--- src/rtl/carbon_uart_pkg.sv ---
// Shared types and constants for the carbon UART transmitter.
package carbon_uart_pkg;

    typedef enum logic [2:0] {IDLE, START, DATA, PARITY, STOP} uart_tx_state_e;

    localparam int unsigned CARBON_UART_DATA_BITS        = 8;
    localparam int unsigned CARBON_UART_DEFAULT_BAUD_DIV = 868;

endpackage

--- src/rtl/carbon_sync_fifo.sv ---
// Synchronous FIFO with registered level; a push is never visible on rdata in the same cycle.
module carbon_sync_fifo #(
    parameter int unsigned WIDTH = 8,
    parameter int unsigned DEPTH = 16
) (
    input  logic                   clk_i,
    input  logic                   rst_i,
    input  logic                   push_i,
    input  logic [WIDTH-1:0]       wdata_i,
    input  logic                   pop_i,
    output logic [WIDTH-1:0]       rdata_o,
    output logic                   full_o,
    output logic                   empty_o,
    output logic [$clog2(DEPTH):0] level_o
);

    localparam int unsigned PtrW = $clog2(DEPTH);
    localparam int unsigned LvlW = PtrW + 1;

    logic [WIDTH-1:0] mem_q [DEPTH];
    logic [PtrW-1:0]  wr_ptr_q, wr_ptr_d;
    logic [PtrW-1:0]  rd_ptr_q, rd_ptr_d;
    logic [LvlW-1:0]  level_q, level_d;
    logic             push_ok, pop_ok;

    // Full/empty come from the registered level only, so a pop cannot make room for a
    // push in the same cycle.
    assign full_o  = (level_q == LvlW'(DEPTH));
    assign empty_o = (level_q == '0);
    assign push_ok = push_i & ~full_o;
    assign pop_ok  = pop_i & ~empty_o;
    assign rdata_o = mem_q[rd_ptr_q];
    assign level_o = level_q;

    always_comb begin
        wr_ptr_d = push_ok ? wr_ptr_q + PtrW'(1) : wr_ptr_q;
        rd_ptr_d = pop_ok ? rd_ptr_q + PtrW'(1) : rd_ptr_q;
        level_d  = level_q + LvlW'(push_ok) - LvlW'(pop_ok);
    end

    always_ff @(posedge clk_i) begin
        if (rst_i) begin
            wr_ptr_q <= '0;
            rd_ptr_q <= '0;
            level_q  <= '0;
        end else begin
            wr_ptr_q <= wr_ptr_d;
            rd_ptr_q <= rd_ptr_d;
            level_q  <= level_d;
        end
    end

    always_ff @(posedge clk_i) begin
        if (push_ok) begin
            mem_q[wr_ptr_q] <= wdata_i;
        end
    end

endmodule

--- src/rtl/carbon_uart_tx.sv ---
// Buffered 8N1 serial transmitter, LSB first. Define CARBON_UART_TX_PARITY_EN for an
// even-parity bit between the data and stop bits.
module carbon_uart_tx
    import carbon_uart_pkg::*;
#(
    parameter int unsigned BAUD_DIV   = CARBON_UART_DEFAULT_BAUD_DIV,
    parameter int unsigned FIFO_DEPTH = 16
) (
    input  logic                        clk_i,
    input  logic                        rst_i,
    input  logic                        tx_valid_i,
    input  logic [7:0]                  tx_byte_i,
    input  logic                        overflow_clr_i,
    output logic                        txd_o,
    output logic                        busy_o,
    output logic [$clog2(FIFO_DEPTH):0] fifo_level_o,
    output logic                        overflow_o
);

    localparam int unsigned BaudW = $clog2(BAUD_DIV);
    localparam logic [BaudW-1:0] BaudLast = BaudW'(BAUD_DIV - 1);
    localparam logic [2:0] BitLast = 3'(CARBON_UART_DATA_BITS - 1);

    uart_tx_state_e   state_q;
    logic [BaudW-1:0] baud_q;
    logic [2:0]       bit_q;
    logic [7:0]       shift_q;
    logic             txd_q;
    logic             overflow_q;

    logic       pop;
    logic       baud_end;
    logic [7:0] fifo_rdata;
    logic       fifo_full;
    logic       fifo_empty;

    carbon_sync_fifo #(
        .WIDTH (8),
        .DEPTH (FIFO_DEPTH)
    ) u_fifo (
        .clk_i   (clk_i),
        .rst_i   (rst_i),
        .push_i  (tx_valid_i),
        .wdata_i (tx_byte_i),
        .pop_i   (pop),
        .rdata_o (fifo_rdata),
        .full_o  (fifo_full),
        .empty_o (fifo_empty),
        .level_o (fifo_level_o)
    );

    assign baud_end = (baud_q == '0);
    // The end of a stop bit pops straight into the next start bit with no idle gap.
    assign pop = ~fifo_empty & ((state_q == IDLE) | ((state_q == STOP) & baud_end));

`ifdef CARBON_UART_TX_PARITY_EN
    logic parity_q;

    always_ff @(posedge clk_i) begin
        if (rst_i) begin
            parity_q <= 1'b0;
        end else if (pop) begin
            parity_q <= ^fifo_rdata;
        end
    end
`endif

    always_ff @(posedge clk_i) begin
        if (rst_i) begin
            state_q <= IDLE;
            baud_q  <= '0;
            bit_q   <= '0;
            shift_q <= '0;
            txd_q   <= 1'b1;
        end else begin
            case (state_q)
                IDLE: begin
                    txd_q <= 1'b1;
                    if (pop) begin
                        state_q <= START;
                        baud_q  <= BaudLast;
                        shift_q <= fifo_rdata;
                        txd_q   <= 1'b0;
                    end
                end
                START: begin
                    if (baud_end) begin
                        state_q <= DATA;
                        baud_q  <= BaudLast;
                        bit_q   <= '0;
                        txd_q   <= shift_q[0];
                    end else begin
                        baud_q <= baud_q - BaudW'(1);
                    end
                end
                DATA: begin
                    if (baud_end) begin
                        baud_q <= BaudLast;
                        if (bit_q == BitLast) begin
`ifdef CARBON_UART_TX_PARITY_EN
                            state_q <= PARITY;
                            txd_q   <= parity_q;
`else
                            state_q <= STOP;
                            txd_q   <= 1'b1;
`endif
                        end else begin
                            bit_q   <= bit_q + 3'd1;
                            shift_q <= {1'b0, shift_q[7:1]};
                            txd_q   <= shift_q[1];
                        end
                    end else begin
                        baud_q <= baud_q - BaudW'(1);
                    end
                end
`ifdef CARBON_UART_TX_PARITY_EN
                PARITY: begin
                    if (baud_end) begin
                        state_q <= STOP;
                        baud_q  <= BaudLast;
                        txd_q   <= 1'b1;
                    end else begin
                        baud_q <= baud_q - BaudW'(1);
                    end
                end
`endif
                STOP: begin
                    if (baud_end) begin
                        if (pop) begin
                            state_q <= START;
                            baud_q  <= BaudLast;
                            shift_q <= fifo_rdata;
                            txd_q   <= 1'b0;
                        end else begin
                            state_q <= IDLE;
                            txd_q   <= 1'b1;
                        end
                    end else begin
                        baud_q <= baud_q - BaudW'(1);
                    end
                end
                default: begin
                    state_q <= IDLE;
                    txd_q   <= 1'b1;
                end
            endcase
        end
    end

    // A drop in the same cycle as a clear leaves the flag set.
    always_ff @(posedge clk_i) begin
        if (rst_i) begin
            overflow_q <= 1'b0;
        end else if (tx_valid_i && fifo_full) begin
            overflow_q <= 1'b1;
        end else if (overflow_clr_i) begin
            overflow_q <= 1'b0;
        end
    end

    assign txd_o      = txd_q;
    assign overflow_o = overflow_q;
    assign busy_o     = (state_q != IDLE) || (fifo_level_o != '0);

endmodule

--- config.mk ---
export PLATFORM = sky130hd
export DESIGN_NAME = carbon_uart_tx
export DESIGN_NICKNAME = d
export VERILOG_FILES = /design/src/rtl/carbon_uart_pkg.sv /design/src/rtl/carbon_sync_fifo.sv /design/src/rtl/carbon_uart_tx.sv
export SDC_FILE = /design/constraint.sdc
export NUM_CORES = 1
export LEC_CHECK = 0
export ABC_AREA = 1
export CORE_MARGIN = 2
export CORE_UTILIZATION = 33
export DETAILED_ROUTE_END_ITERATION = 8
export GPL_TIMING_DRIVEN = 0
export PLACE_DENSITY = 0.5
export REMOVE_ABC_BUFFERS = 1
export SLEW_MARGIN = 15
export SYNTH_ARGS = -nofsm -noshare
export SYNTH_HDL_FRONTEND = slang
export SYNTH_SLANG_ARGS = --single-unit
--- constraint.sdc ---
create_clock -name clk_i -period 2.36 [get_ports clk_i]
set_input_delay 0.236 -clock clk_i [delete_from_list [all_inputs] [get_ports clk_i]]
set_output_delay 0.236 -clock clk_i [all_outputs]
set_load 0.05 [all_outputs]
==> results.md <==
- ANT nets after route: 0
- Syn_area_per_cell: between 9 and 10 µm²
- Commonest cells after routing, fill and taps aside: nor2_1, edfxtp_1, nand2_1
- Hold Startpoint: tx_valid_i
- Buf/Inv on CP: 2
- Pint: ~6.7 mW
- Die width: between 150 and 200 µm
- Clock Sinks: roughly 170
- Least-Margin Pin Slew: 0.827 ns
- Power Dens Cells: ~1200 nW/µm²
- Max Buffers Root-to-Sink: 2
- Comb pwr share: about two fifths
- Via count: 5392
- Design area: between 8000 and 9000 µm²
- Top cells by area, synth: edfxtp_1, dfxtp_1, nor2_1
- Routed WL: ~18000 µm
- Post-layout min period: about 2.4 ns
- Max_cap viols: 0
- IO Pins: 20
- Slowest stage delay, CP: a little over 0.7 ns
- Top-area cell type share of the netlist area: approximately half
- Peak supply drop: 0.520 mV
- Nets: around 860
- CP max-delay cell: nor2_1
- Setup slack, reg-to-reg: -0.006 ns
- Hold Crit Depth: 3
- Dpl hpwl: about 11000 µm
- Critical-path cell list: inv_2, ha_2, nand4_1, nand2_1, inv_1, nand2_1, nor2_1
- Vias in the first global route: 5095
- Yosys cell types: 35
- Worst Hold End: overflow_o$_SDFFE_PP0P_
- Gr usage total: between 10% and 20%
- H-tree levels: 4
- CP Class: reg -> reg
- CP Launch Type: flop
- Initial antenna violation count: 0
- Max-slew violations: 0
- Clk_lat worst skew: between 0.4 and 0.5 ns
- FILL cells: approximately 2300
- Via/cell ratio: approximately 4.8
- Drt first-iter violations: between 300 and 400
- Core area: around 23000 µm²
- Worst-case reg-to-reg path depth: 7
- Wire length per cell: 15.9 µm
- Delay-heaviest family, CP: simple AND/OR/NAND/NOR gates
- Synthesized area: 7680 µm²
- Skew final: 0.00688 ns
- Cell Area, Placed: between 8000 and 9000 µm²
- Total CTS buffers: 17
- Starting density of the core: about a third
- Relative slew slack: between 40% and 50%
- RSZ-0062 raised after global routing: true
- Share of cells above drive strength 1: around 15%
- Gp weighted congestion: just under 0.8
- RR Startpoint: u_fifo.level_o[3]$_SDFF_PP0_
- P_sw: roughly 4.2 mW
- Max Clk Rate: roughly 420 MHz
- Final setup violating endpoints: 8
- Clk slew on worst S/H paths: approximately 0.06 ns
- PortBufs: 19
- Most common cell after layout, fill and taps aside: nor2_1
- Die extent in y: roughly 160 µm
- Grt ovf: 0
- Crit path DAT: around 2.4 ns
- Min setup slack post-route: -0.00584 ns
- Synth Instances: about 800
- Sequential share of power: 34.8%
- RR Endpoint: u_fifo.mem_q[11][2]$_DFFE_PP_
- FF+latch count, synth: approximately 170
- Synth area leader: edfxtp_1
- Yosys warning total: 0
- Die area: 24500 µm²
- Clock power frac: 25.1%
- Final worst-path cycle share: 100%
- FP Rows: 55
- Failing checks: setup timing
- Pin count of the biggest net entering global routing: 60
- Status: complete, but fails checks
- Root buf cell: clkbuf_16
- Pre-CTS WS: -0.739 ns
- Leak pwr: between 3 and 4 nW
- Worst min path class: in -> reg
- TritonRoute pass-1 iters: 5
- Antenna Cells: 0
- Switching share of power: approximately two fifths
- Drc violations: 0
- Worst-path fanout max: 8
- Hold Vio Cnt, Final: 0
- Req. time, crit path: roughly 2.4 ns
- Layout area overhead: 17.2%
- CTS tree: yes
- Global-route wire length before repair: about 28000 µm
- Sequential area share after synthesis: 61.3%
- Util after Layout: about two fifths
- Most frequent CP cell: nand2_1
- Crit path capture type: flop
==> worst reg2reg max path, delay by kind of cell (launching register included) <==
| kind | cells | cell delay [ns] |
|---|---|---|
| adder cells (fa/ha/maj) | 1 | 0.18 |
| buffers and inverters | 2 | 0.26 |
| flip-flops | 1 | 0.36 |
| AND/OR/NAND/NOR | 4 | 1.21 |
==> synthesized netlist by cell type <==
cell type / count
ha_1: 15
fa_1: 1
nor2_1: 165
nand3_1: 73
or2_1: 1
dfxtp_1: 43
o21ai_0: 62
edfxtp_1: 128
nand2_1: 127
buf_4: 1
inv_2: 10
o21bai_1: 1
nand4_1: 5
a211oi_1: 1
nand2_2: 9
a211oi_2: 1
xnor2_1: 2
clkbuf_2: 1
clkbuf_1: 11
buf_1: 2
nor2_4: 5
o211ai_1: 2
buf_6: 4
inv_1: 66
nand3_2: 3
nand3_4: 1
buf_2: 13
nor3_1: 2
xor2_1: 1
a31oi_1: 1
o2111ai_1: 1
o21a_1: 1
o21ai_1: 4
nand2_4: 3
a21oi_1: 37
==> routing by layer <==
layer,GRT usage (%),routed length (µm),vias to the layer above,part of all wire (%)
li1,-,-,2725,-
met1,20.3,8330,2561,46
met2,25.0,8680,85,48
met3,2.80,556,21,3.1
met4,5.46,367,0,2.0
met5,0,0,-,0
==> final cells by class <==
class / instances / area [µm²] / share of cell area, %
inverters: 76 / 295 / 3.28
flip-flops and latches: 171 / 4730 / 52.5
repair buffers: 40 / 394 / 4.38
clock buffers: 17 / 425 / 4.73
clock inverters: 15 / 149 / 1.65
multi-input cells: 524 / 2650 / 29.5
well taps: 285 / 357 / 3.96
==> what timing repair did <==
action                                  4_1_cts  5_1_grt
gates resized for setup                      15       49
endpoints found under the setup margin       21      131
pin swaps                                     1       21
cloned                                        0        0
buffers inserted                              2       17
hold buffers                                  0        0
==> cell families after synthesis <==
family          count (synthesis)  synth area share, %
flops                         171                 61.3
xor+xnor                        3                0.342
buf+inv                       108                 5.95
fa+ha+maj                      16                 2.70
simple gates                  394                 22.2
compound gates                111                 7.56
==> worst max path at each step <==
stage	from	end	slack (ns)	depth (start not counted)
final	u_fifo.level_o[3]$_SDFF_PP0_	u_fifo.mem_q[11][2]$_DFFE_PP_	-0.006	7
after global routing	u_fifo.level_o[3]$_SDFF_PP0_	u_fifo.level_o[3]$_SDFF_PP0_	-0.18	17
after CTS	baud_q[0]$_SDFFE_PP0P_	u_fifo.level_o[4]$_SDFF_PP0_	-0.15	17
after detailed placement	baud_q[0]$_SDFFE_PP0P_	u_fifo.level_o[4]$_SDFF_PP0_	-0.74	17
after global placement	flop	shift_q[0]$_SDFFE_PP0P_	-2.38	7
after floorplan	flop	shift_q[7]$_SDFFE_PP0P_	-0.45	9
==> stage by stage <==
| step | total power, mW | cells | hold WS (ns) | setup TNS [ns] |
|---|---|---|---|---|
| 3_5_place_dp | 7.65 | 1077 | 0.464 | -2.67 |
| 2_1_floorplan | 6.55 | 771 | 0.303 | -4.21 |
| 6_report | 11.0 | 1128 | 0.404 | -0.0370 |
| 5_1_grt | 11.8 | 1128 | 0.413 | -2.60 |
| 4_1_cts | 10.6 | 1111 | 0.393 | -0.153 |
| 3_3_place_gp | 7.61 | 1075 | 0.455 | -20.82 |
==> state kept, by name, summed over array words and instances, names as in the netlist, named ones only <==
register,count
baud_q,10
u_fifo.wr_ptr_q,4
shift_q,8
u_fifo.rd_ptr_q,4
txd_o,1
u_fifo.level_o,5
state_q,3
u_fifo.mem_q,128
bit_q,3
overflow_o,1
==> power by group through the flow <==
stage / clock network, mW / logic, mW / registers (mW)
after floorplan: 0 / 2.51 / 4.03
after global placement: 0 / 3.57 / 4.04
after detailed placement: 0 / 3.81 / 3.85
after CTS: 2.80 / 3.96 / 3.79
after global routing: 2.92 / 5.00 / 3.86
final: 2.75 / 4.40 / 3.82
No activity file was read; power rests on OpenSTA's default activity.
